<file path="src/rtl/my_divider.sv">
// 32-bit unsigned restoring divider: one quotient bit per clock, start/busy/done handshake.
// Divide-by-zero completes in one cycle with Q = all ones and R = dividend.
module my_divider (
    input  logic        clk,
    input  logic        rst_n,
    input  logic        start,
    input  logic [31:0] A,
    input  logic [31:0] B,
    output logic        busy,
    output logic        done,
    output logic [31:0] Q,
    output logic [31:0] R,
    output logic        dz
);

    typedef enum logic {
        IDLE = 1'b0,
        RUN  = 1'b1
    } state_t;

    state_t      state_q, state_d;
    logic [5:0]  cnt_q, cnt_d;
    logic [32:0] rem_q, rem_d;
    logic [31:0] quo_q, quo_d;
    logic [31:0] div_q, div_d;
    logic [31:0] q_q, q_d;
    logic [31:0] r_q, r_d;
    logic        done_q, done_d;
    logic        dz_q, dz_d;

    logic [32:0] shifted;
    logic [32:0] trial;
    logic [32:0] step_rem;
    logic [31:0] step_quo;

    // Sign of the trial difference is the restore decision: negative means s < div.
    always_comb begin
        shifted  = {rem_q[31:0], quo_q[31]};
        trial    = shifted - {1'b0, div_q};
        step_rem = trial[32] ? shifted : trial;
        step_quo = {quo_q[30:0], ~trial[32]};
    end

    always_comb begin
        state_d = state_q;
        cnt_d   = cnt_q;
        rem_d   = rem_q;
        quo_d   = quo_q;
        div_d   = div_q;
        q_d     = q_q;
        r_d     = r_q;
        done_d  = 1'b0;
        dz_d    = dz_q;

        case (state_q)
            IDLE: begin
                if (start) begin
                    if (B == 32'd0) begin
                        done_d = 1'b1;
                        dz_d   = 1'b1;
                        q_d    = 32'hFFFF_FFFF;
                        r_d    = A;
                    end else begin
                        rem_d   = 33'd0;
                        quo_d   = A;
                        div_d   = B;
                        cnt_d   = 6'd0;
                        dz_d    = 1'b0;
                        state_d = RUN;
                    end
                end
            end
            RUN: begin
                rem_d = step_rem;
                quo_d = step_quo;
                cnt_d = cnt_q + 6'd1;
                if (cnt_q == 6'd31) begin
                    q_d     = step_quo;
                    r_d     = step_rem[31:0];
                    done_d  = 1'b1;
                    cnt_d   = 6'd0;
                    state_d = IDLE;
                end
            end
            default: begin
                state_d = IDLE;
            end
        endcase
    end

    always_ff @(posedge clk or negedge rst_n) begin
        if (!rst_n) begin
            state_q <= IDLE;
            cnt_q   <= 6'd0;
            rem_q   <= 33'd0;
            quo_q   <= 32'd0;
            div_q   <= 32'd0;
            q_q     <= 32'd0;
            r_q     <= 32'd0;
            done_q  <= 1'b0;
            dz_q    <= 1'b0;
        end else begin
            state_q <= state_d;
            cnt_q   <= cnt_d;
            rem_q   <= rem_d;
            quo_q   <= quo_d;
            div_q   <= div_d;
            q_q     <= q_d;
            r_q     <= r_d;
            done_q  <= done_d;
            dz_q    <= dz_d;
        end
    end

    assign busy = (state_q == RUN);
    assign done = done_q;
    assign Q    = q_q;
    assign R    = r_q;
    assign dz   = dz_q;

endmodule

</file>
<file path="config.mk">
export PLATFORM = sky130hd
export DESIGN_NAME = my_divider
export DESIGN_NICKNAME = d
export VERILOG_FILES = /design/src/rtl/my_divider.sv
export SDC_FILE = /design/constraint.sdc
export NUM_CORES = 1
export LEC_CHECK = 0
export BUFFER_PORTS_ARGS = -buffer_cell sky130_fd_sc_hd__buf_2
export CELL_PAD_IN_SITES_DETAIL_PLACEMENT = 2
export CELL_PAD_IN_SITES_GLOBAL_PLACEMENT = 2
export CORE_ASPECT_RATIO = 0.6
export CORE_MARGIN = 4
export CORE_UTILIZATION = 38
export CTS_CLUSTER_DIAMETER = 50
export DETAILED_ROUTE_END_ITERATION = 7
export PLACE_DENSITY = 0.88
export SETUP_SLACK_MARGIN = 0.2
export SYNTH_ARGS = -nofsm -noshare
export SYNTH_HDL_FRONTEND = slang
export SYNTH_SLANG_ARGS = --single-unit
export TNS_END_PERCENT = 50
</file>
<file path="constraint.sdc">
create_clock -name clk -period 4.5 [get_ports clk]
set_input_delay 1.125 -clock clk [delete_from_list [all_inputs] [get_ports clk]]
set_output_delay 1.125 -clock clk [all_outputs]
set_load 0.02 [all_outputs]
</file>
# ---- After elaboration in Yosys (flattened, before gate mapping)
# Cells that the tools add are included.
dict set report classes {
  addsub 2
  n_eq_ne 5
  mux 27
  bitwise 3
  reduce_logical 5
}
# operator count
set ops {}
lappend ops {{two-way mux 32 bit} 11}
lappend ops {{case mux 32 bit (2 select lines)} 4}
lappend ops {{subtractor 33 x 32 -> 33 bit} 1}
lappend ops {{zero test 32 bit} 1}
lappend ops {{two-way mux 6 bit} 3}
lappend ops {{case mux 6 bit (2 select lines)} 1}
lappend ops {{adder 6 x 1 -> 6 bit (second input constant)} 1}
lappend ops {{== test 6 x 5 -> 1 bit (second input constant)} 1}
lappend ops {{two-way mux 1 bit} 6}
lappend ops {{!= test 2 bit (second input constant)} 3}
lappend ops {{AND reduction 3 bit} 2}
lappend ops {{case mux 1 bit (2 select lines)} 2}
lappend ops {{AND reduction 2 bit} 2}
lappend ops {{NOT 1 bit} 3}
lappend ops {{!= test 2 x 1 -> 1 bit (second input constant)} 1}
dict set report word_totals {
  regBits 169
  input_bits 67
  output_inout_bits 67
  wordCells 51
}

# ---- Logic depth before layout (Yosys ltp)
# Gate-level depths: netlist of the first run.
dict set report depth {
  depth_word 4
  mapped_depth 15
  ltp_nobuf 13
}

# ---- Least setup slack after synthesis of the first run
# Ideal clock, no wire load.
dict set report synth_path {
  path_kind {input to register}
  startpoint {in B[16]}
  endpoint {reg q_q[10], in the netlist Q[10]}
  setup_ns 0.137
  arrival_time_ns 2.787
  t_required_ns 4.363
  slack_ns 1.576
  stages 8
  n_path_buf 2
  cell_sequence {nor4_1 nand4_1 nor4_1 nor2_1 inv_1 buf_2 clkbuf_1 a21oi_1}
}
dict set report synth_via {
  elab_chain_cells 3
}
# item line_no
set synth_rtl {}
lappend synth_rtl {{start: declaration} 8} ;# input logic [31:0] B,
lappend synth_rtl {{zero test 32 bit} 58} ;# if (B == 32'd0) begin
lappend synth_rtl {{!= test 2 bit (no line)} --}
lappend synth_rtl {{AND reduction 3 bit (no line)} --}
lappend synth_rtl {{end signal: assignment} 108} ;# q_q <= q_d;
lappend synth_rtl {{end: declaration} 26} ;# logic [31:0] q_q, q_d;
# No other way between the ends.
# A chain may end at the register's enable or synchronous reset.

# ---- Worst setup path after layout of the first run
dict set report layout_path {
  startpoint {reg quo_q[31]}
  endpoint {reg r_q[4], in the netlist R[4]}
}
dict set report layout_via {
  elab_chain_cells 4
}
# item line_no
set layout_rtl {}
lappend layout_rtl {{start: declaration} 24} ;# logic [31:0] quo_q, quo_d;
lappend layout_rtl {{start signal: assignment} 106} ;# quo_q <= quo_d;
lappend layout_rtl {{subtractor 33 x 32 -> 33 bit} 39} ;# trial = shifted - {1'b0, div_q};
lappend layout_rtl {{two-way mux 32 bit} 40} ;# step_rem = trial[32] ? shifted : trial;
lappend layout_rtl {{two-way mux 32 bit} 77} ;# if (cnt_q == 6'd31) begin
lappend layout_rtl {{case mux 32 bit (2 select lines)} 55} ;# case (state_q)
lappend layout_rtl {{end signal: assignment} 109} ;# r_q <= r_d;
lappend layout_rtl {{end: declaration} 27} ;# logic [31:0] r_q, r_d;
# No other way between the ends. The select of a mux whose other input is x is not followed.

==> metrics, run 1 <==
Post-CTS Setup Repair Bufs=0; crit-path most repeated cell=inv_1; nets=1,191; Resized cells post-CTS=0; CP arrival=4.00 ns; drt total wl=32,380 um; Syn Area/Cell=9.149 um2; Vias/cell=5.651; CP startpoint kind=register; die area=26,220 um2; routed len/inst=22.85 um; fillers=2,537; async set or reset register ratio after synthesis=1.000; gr ovfl total=0; Initial Utilization=0.3870; hold_buf cts=0; GP Congestion=0.8500; R2R depth=14; dpl ws=0.7994 ns; Hold Path Class=register to register; Critical Path Fanout Max=22; Final ANT Viol Nets=0; Inserted Diodes=0; I/O Buffers=133; area share of the largest cell type after synthesis=0.4712; CTS buffer count=17; endpoint class of the critical path=register; final-report setup violation count=0; DIE HEIGHT=127.0 um; Post-route DRC=0; CP Launch Point=quo_q[31]; Clock H-tree levels=4; clock buffer depth=2; syn nets=1,082; setup TNS=0 ns; die width=206.4 um; initial antenna violation count=1; clk_lat worst skew=0.45 ns; max incr delay on CP=0.44 ns; DRT Pass-1 Iters=5; Synth Warn #=0; Sink Count=169; largest net degree at the start of global routing=96; f_max=0.2692 GHz; Worst path slowest cell=fa_1; reg2reg start=quo_q[31]; Clock transition at path regs=0.07 ns; first-pass GRT wire length=50,960 um; main flop type after synthesis=dfrtp_1; Rel. slew slack=0.3443; synthesized area=8975 um2; final setup margin=0.7848 ns; Synth Register Bits=169; Tmin final=3.715 ns; hold path start=div_q[30]; max-slew violations=0; CTS root buf=clkbuf_16; Post-synth EDFFs=0; CTS tree=yes; Cells after Synth=981; row count=43; initial drt markers=420; worst hold path depth=1; Sequential Area=4229 um2; Final Hold Fails=0; gr usage total=0.2510; DP HPWL=22,960 um; RSZ-0062 raised after global routing=false; crit path kind=register to register; status=finished, final reports clean; max-cap viol count=0; Clock Skew=0.01081 ns; vias in the first global route=8,844; area delta synth->final=18.42%; ranking of synthesized cells by area=dfrtp_1, a21oi_1, nand2_1, ha_1, mux2_2; Distinct cells, synth=60; Required @ worst endpoint=4.79 ns; CP Cell Sequence=inv_1 > ha_1 > inv_1 > fa_1 > a211oi_2 > o21ai_2 > o2111ai_1 > nand3_1 > buf_4 > nand4b_1 > nand4b_4 > buf_12 > mux2i_1 > o21ai_0; IO Pins=134; Tcrit/Tclk final=0.8256; Multi-input gate area=4352 um2; Slew @ Worst Pin=0.9835 ns; Core Region=23,190 um2; post-synthesis sequential area ratio=0.4712; detailed-route via count=8,008; Yosys top cell by area=dfrtp_1; share of cells above drive strength 1=0.2087
## through the flow
stage	hold WS, ns	std cells	cell area [um2]	utilization
CTS	0.5132	1417	10630	0.4583
floorplan	0.4739	981	8975	-
global route	0.5302	1417	10630	0.4583
detailed placement	0.4909	1386	9983	0.4305
global placement	0.4726	1386	9983	0.4305
finish	0.5094	1417	10630	0.4583
## sequential cells by signal, indices dropped and copies added, names as in the netlist
name,count
done,1
Q,32
cnt_q,6
quo_q,32
R,32
dz,1
busy,1
rem_q,32
div_q,32
## area by class of cell
class | count | area share
Sequential cell | 169 | 0.3979
Clock inverter | 10 | 0.01542
Multi-Input combinational cell | 709 | 0.4095
Clock buffer | 21 | 0.04521
Inverter | 44 | 0.01566
Timing Repair Buffer | 149 | 0.07923
Tap cell | 315 | 0.03708
## synthesized netlist by cell type (22+ instances only)
library cell and n:
and3_1 22, nand2_1 127, dfrtp_1 169, mux2i_1 23, o21ai_0 70, ha_1 33, clkbuf_1 45, a31oi_1 40
inv_1 44, a21oi_1 104, mux2_2 33, nor2_1 96
## kinds of logic after synthesis
group,Yosys count,synth area share
compound gates,277,0.1815
xor+xnor,31,0.03025
fa+ha+maj,34,0.04824
buf+inv,103,0.04642
flops,169,0.4712
mux,57,0.06873
simple gates,310,0.1536
## worst paths after layout
check                                  to  slack (ns)
worst max-delay path                 R[4]        0.78
worst min-delay path            div_q[30]        0.51
worst max register to register       R[4]        0.78
worst min register to register  div_q[30]        0.51
max in group asynchronous           R[10]        2.73
min in group asynchronous       div_q[30]        0.76
## critical path: cells and delay by family (launching register included)
family,cells,cell delay [ns]
buf+inv,4,0.65
simple gates,3,0.70
flops,1,0.40
compound gates,4,0.86
fa+ha+maj,2,0.60
mux,1,0.30
## layer usage
layer | up-vias | routed length (um) | share of wire | global-route usage
li1 | 3655 | - | - | -
met5 | - | 8 | 0.00025 | 0
met2 | 165 | 15530 | 0.48 | 0.4162
met4 | 2 | 523 | 0.016 | 0.06959
met3 | 37 | 1225 | 0.038 | 0.04110
met1 | 4149 | 15080 | 0.47 | 0.3433
## placed cells by master (no fill, tap or decap), types with 9 or more instances in the layout
cell         n
nand2_1    127
and3_1      22
buf_4       12
ha_1        33
dfrtp_1    169
mux2_2      33
inv_1       42
a31oi_1     40
clkbuf_16   17
o21ai_0     70
mux2i_1     23
buf_2      132
nand3_1     20
nor2_1      94
xor2_1      10
nor4_1       9
a21oi_1    104
xnor2_1     21
Power of run 1 is left out: the tool's default activity adds up to more than one toggle a clock period on the data nets, which glitch-free logic cannot reach.
==> run 2, diff against run 1 <==
--- a/config.mk
+++ b/config.mk
@@ -5,15 +5,16 @@
 export SDC_FILE = /design/constraint.sdc
 export NUM_CORES = 1
 export LEC_CHECK = 0
+export ABC_AREA = 1
 export BUFFER_PORTS_ARGS = -buffer_cell sky130_fd_sc_hd__buf_2
 export CELL_PAD_IN_SITES_DETAIL_PLACEMENT = 2
 export CELL_PAD_IN_SITES_GLOBAL_PLACEMENT = 2
 export CORE_ASPECT_RATIO = 0.6
 export CORE_MARGIN = 4
-export CORE_UTILIZATION = 38
+export CORE_UTILIZATION = 34
 export CTS_CLUSTER_DIAMETER = 50
 export DETAILED_ROUTE_END_ITERATION = 7
-export PLACE_DENSITY = 0.88
+export PLACE_DENSITY = 0.84
 export SETUP_SLACK_MARGIN = 0.2
 export SYNTH_ARGS = -nofsm -noshare
 export SYNTH_HDL_FRONTEND = slang
==> constraint.sdc (replaced) <==
create_clock -name clk -period 3.9 [get_ports clk]
set_input_delay 0.975 -clock clk [delete_from_list [all_inputs] [get_ports clk]]
set_output_delay 0.975 -clock clk [all_outputs]
set_load 0.02 [all_outputs]
==> metrics, run 2 <==
first-pass GRT wire length=64,440 um; row count=50; CTS buffer count=17; hold_buf cts=0; count leader, synth=nand2_1; Cells after Synth=1,474; Synth Area in XOR/XNOR=0.01211; Final ANT Viol Nets=0; nets=1,683; Total Power=0.01153 W; Sequential Power Share=0.266; detailed-route via count=10,150; crit path kind=input pin to register; DRT Pass-1 Iters=4; syn nets=1,575; Resized cells post-CTS=0; Clk pwr share=0.155; drt total wl=40,550 um; largest family of logic cells by synthesized area=simple AND/OR/NAND/NOR gates; largest net degree at the start of global routing=69; area delta synth->final=14.14%; Pleak=6.755 nW; Switch Pwr=0.006048 W; routed len/inst=20.14 um; synthesized area=10,850 um2; Clock Skew=0.01193 ns; Hold Path Class=register to register; dpl ws=0.3687 ns; die area=34,920 um2; status=finished, final reports clean; Clock H-tree levels=4; RSZ-0062 raised after global routing=false; Final Hold Fails=0; area share of the largest cell type after synthesis=0.3899; share of cells above drive strength 1=0.2006; final-report setup violation count=0; Required @ worst endpoint=4.28 ns; Syn Area/Cell=7.360 um2; Rel. slew slack=0.2961; post-synthesis compound-gate area fraction=0.09631; Post-route DRC=0; most common cell after layout, fill and taps aside=nand2_1; post-synthesis sequential area ratio=0.3899; gr ovfl total=0; die width=238.6 um; Core Region=31,340 um2; DIE HEIGHT=146.4 um; most instantiated cells after synthesis=nand2_1, inv_1, dfrtp_1; gr usage total=0.2344; Cells after DPL=1,979; final setup margin=0.8279 ns; Synth Register Bits=169; Pint=0.005478 W; CP startpoint kind=input pin; Yosys top cell by area=dfrtp_1; Gate power share=0.579; CTS root buf=clkbuf_16; Tmin final=3.072 ns; Sink Count=169; setup TNS=0 ns; Hold Path End=Q[6]; R2R Setup Slk=0.90 ns; ranking of synthesized cells by area=dfrtp_1, nand2_1, inv_1, nand3_2, o21ai_0; initial drt markers=523; clock buffer depth=2; initial antenna violation count=2; VDD IR max=0.3769 mV; Layout Utilization=0.3951; endpoint class of the critical path=register; GP Congestion=0.8478; met2 GRT Util=0.3888; grt peak-use layer=met2; adder-cell share of the synthesized area=0.03991; most frequent cells in the layout=nand2_1, inv_1, dfrtp_1; max-slew violations=0; vias in the first global route=11,220; Clock transition at path regs=0.07 ns; Tcrit/Tclk final=0.7877; Initial Utilization=0.3461; max-cap viol count=0; f_max=0.3255 GHz; hold path start=Q[6]; met3 usage=0.03266; Critical Path Fanout Max=57; Synth Warn #=0; worst hold path depth=2; CTS tree=yes; Post-synth EDFFs=0; R2R depth=17; post-synthesis mux area share=0; Finished Layout Cells=2,013; async set or reset register ratio after synthesis=1.000; Post-CTS Setup Repair Bufs=0; RR Endpoint=R[1]; reg2reg start=quo_q[31]; clk_lat worst skew=0.47 ns; Post-Synth Simple-Gate Area=0.3390; ratio of total power to cell area=930.9 nW/um2; main flop type after synthesis=dfrtp_1; Distinct cells, synth=45; met1 usage in global routing=0.3236; I/O Buffers=133; switch share=0.5247; CP arrival=3.46 ns; IO Pins=134; Vias/cell=5.040; Slew @ Worst Pin=1.053 ns; DP HPWL=30,460 um
-- run 2: cells by family (layout without fill, tap and decap cells) --
group	count (synthesis)	after routing
and+or+nand+nor	763	763
buffers and inverters	305	426
AOI/OAI and AO/OA	188	188
DFF	169	169
adders and majority gates	34	34
xor gates and xnor gates	15	15
other	0	2
-- run 2: worst max-delay path by stage --
stage | from | to | cells after the start
6_report | B[9] | rem_q[8] | 9
3_3_place_gp | B[9] | quo_q[9] | 8
3_5_place_dp | B[9] | rem_q[8] | 9
2_1_floorplan | B[17] | Q[21] | 8
4_1_cts | B[9] | rem_q[8] | 9
5_1_grt | B[9] | rem_q[8] | 9
-- run 2: area by class of cell --
cell class	instances	area, um2
diodes	2	5.005
fillers	3712	18960
well taps	416	520.5
repair buffers	145	799.5
flip-flops and latches	169	4233
clock inverters	14	156.4
clock buffers	18	439.2
inverters	249	934.6
multi-input cells	1000	5294
-- run 2: worst max-delay path, stage by stage --
cell      delay [ns]
buf_2           0.11
nor4_1          0.53
nand3b_1        0.28
o21ai_1         0.49
nand2_1         0.15
clkinv_1        0.31
buf_12          0.29
nand2_1         0.12
nand3_1         0.14
-- run 2: power by group through the flow --
| stage | clock [W] | combinational [W] | sequential (W) |
|---|---|---|---|
| after floorplan | 0 | 0.00445 | 0.00325 |
| after global placement | 0 | 0.00618 | 0.00304 |
| after detailed placement | 0 | 0.00658 | 0.00308 |
| after CTS | 0.00182 | 0.00672 | 0.00307 |
| after global routing | 0.00190 | 0.00745 | 0.00315 |
| final | 0.00179 | 0.00667 | 0.00307 |
-- run 2: layer usage --
| metal | wire, um | vias to the layer above |
|---|---|---|
| met5 | 0 | - |
| met4 | 805 | 0 |
| met3 | 1680 | 41 |
| met2 | 19350 | 160 |
| met1 | 18720 | 5135 |
| li1 | - | 4809 |
-- run 2: stage by stage --
stage | cell area, um2 | hold slack, ns
2_1_floorplan | 10850 | 0.4530
3_3_place_gp | 11780 | 0.4501
3_5_place_dp | 11780 | 0.4639
4_1_cts | 12380 | 0.4825
5_1_grt | 12380 | 0.5129
6_report | 12380 | 0.4792
No activity file was read; power rests on OpenSTA's default activity.
==> run 3, diff against run 2 <==
--- a/config.mk
+++ b/config.mk
@@ -5,16 +5,16 @@
 export SDC_FILE = /design/constraint.sdc
 export NUM_CORES = 1
 export LEC_CHECK = 0
-export ABC_AREA = 1
+export ABC_AREA = 0
 export BUFFER_PORTS_ARGS = -buffer_cell sky130_fd_sc_hd__buf_2
 export CELL_PAD_IN_SITES_DETAIL_PLACEMENT = 2
 export CELL_PAD_IN_SITES_GLOBAL_PLACEMENT = 2
 export CORE_ASPECT_RATIO = 0.6
 export CORE_MARGIN = 4
-export CORE_UTILIZATION = 34
+export CORE_UTILIZATION = 35
 export CTS_CLUSTER_DIAMETER = 50
 export DETAILED_ROUTE_END_ITERATION = 7
-export PLACE_DENSITY = 0.84
+export PLACE_DENSITY = 0.82
 export SETUP_SLACK_MARGIN = 0.2
 export SYNTH_ARGS = -nofsm -noshare
 export SYNTH_HDL_FRONTEND = slang
==> constraint.sdc (replaced) <==
create_clock -name clk -period 3.1 [get_ports clk]
set_input_delay 0.775 -clock clk [delete_from_list [all_inputs] [get_ports clk]]
set_output_delay 0.775 -clock clk [all_outputs]
set_load 0.02 [all_outputs]
==> metrics, run 3 (synthesis results as in run 1) <==
IO Pins=134; CP arrival=3.56 ns; die area=28,350 um2; Cell Area, Placed=10,400 um2; GP Congestion=0.8900; Clock transition at path regs=0.07 ns; initial antenna violation count=3; drt total wl=37,120 um; crit path kind=register to register; Vias/cell=5.671; area delta synth->final=28.54%; gr ovfl total=0; CTS buffer count=17; R2R depth=11; first-pass GRT wire length=56,680 um; Layout Utilization=0.4563; nets=1,245; most frequent cells in the layout=dfrtp_1, buf_2, nand2_1; DIE HEIGHT=132.0 um; Clock H-tree levels=4; share of cells above drive strength 1=0.2924; I/O Buffers=133; row count=45; design area=11,540 um2; reg2reg start=rem_q[12]; routed len/inst=25.00 um; Core Region=25,280 um2; Tcrit/Tclk final=1.045; max-slew violations=0; detailed-route via count=8,422; Worst path slowest cell=dfrtp_1; CTS root buf=clkbuf_16; Post-route DRC=0; die width=214.7 um; failing checks=negative setup slack; f_max=0.3086 GHz; most common cell after layout, fill and taps aside=dfrtp_1; Clock Skew=0.009844 ns; clock buffer depth=2; Rel. slew slack=0.3975; RR Endpoint=R[0]; max incr delay on CP=0.42 ns; CP Cell Sequence=ha_1 > a21oi_1 > o21ai_0 > a41oi_2 > nand3_4 > nand4b_1 > buf_4 > nand4b_4 > buf_12 > o211ai_1 > a21oi_1; DP HPWL=24,680 um; Hold Path Class=input pin to asynchronous set/reset pin; crit-path most repeated cell=a21oi_1; final-report setup violation count=54; CP startpoint kind=register; Slew @ Worst Pin=0.9038 ns; DRT Pass-1 Iters=5; largest net degree at the start of global routing=111; Tmin final=3.241 ns; gr usage total=0.2557; setup TNS=-3.502 ns; CTS tree=yes; RSZ-0062 raised after global routing=true; max-cap viol count=0; endpoint class of the critical path=register; R2R Setup Slk=-0.14 ns; Sink Count=169; Initial Utilization=0.3550; final setup margin=-0.1406 ns; status=finished with violations; vias in the first global route=9,366; Final ANT Viol Nets=0; Inserted Diodes=0; Required @ worst endpoint=3.42 ns; Final Hold Fails=0; initial drt markers=582; Critical Path Fanout Max=7; clk_lat worst skew=0.45 ns
-- run 3: per-layer routing --
metal  vias up  track usage  share of wire
met1      4394       0.3350           0.44
met3        54      0.04836          0.045
li1       3763            -              -
met2       207       0.4332           0.49
met5         -            0        0.00073
met4         4      0.07701          0.019
-- run 3: worst max-delay path, delay by kind of cell, from the launching register on --
family / cells / cell delay (ns)
simple gates: 3 / 0.55
buf+inv: 2 / 0.39
fa+ha+maj: 1 / 0.40
compound gates: 5 / 1.34
flops: 1 / 0.42
-- run 3: metrics by stage --
step                worst slack, ns  std cells  hold slack (ns)
CTS                        -0.05329       1482           0.2112
global placement           -0.01790       1440           0.4708
floorplan                    0.2373        981           0.4739
global route                -0.2792       1485           0.2330
finish                      -0.1406       1485           0.2194
detailed placement          -0.2576       1440           0.4877
-- run 3: how the worst max path moves through the flow --
stage / from / end / slack, ns / depth (start not counted)
6_report: rem_q[12] / R[0] / -0.14 / 11
5_1_grt: rem_q[12] / R[0] / -0.28 / 12
4_1_cts: quo_q[31] / R[30] / -0.05 / 14
3_5_place_dp: quo_q[31] / rem_q[5] / -0.26 / 15
3_3_place_gp: quo_q[31] / R[30] / -0.02 / 14
2_1_floorplan: quo_q[31] / R[30] / 0.24 / 13
-- run 3: timing repair --
item                       CTS  global route
resized for setup           54            65
hold buffers                 0             0
buffers inserted             9             3
setup endpoints to repair   66            66
gates cloned                 2             0
pin swaps                   11            13
-- run 3: area by class of cell --
class | count | area, um2
Clock buffer | 24 | 491.7
Clock inverter | 7 | 43.79
Fill cell | 2671 | 13740
Inverter | 44 | 166.4
Multi-Input combinational cell | 710 | 4786
Sequential cell | 169 | 4229
Tap cell | 329 | 411.6
Timing Repair Buffer | 202 | 1408
Power of run 3 is left out for the same reason.
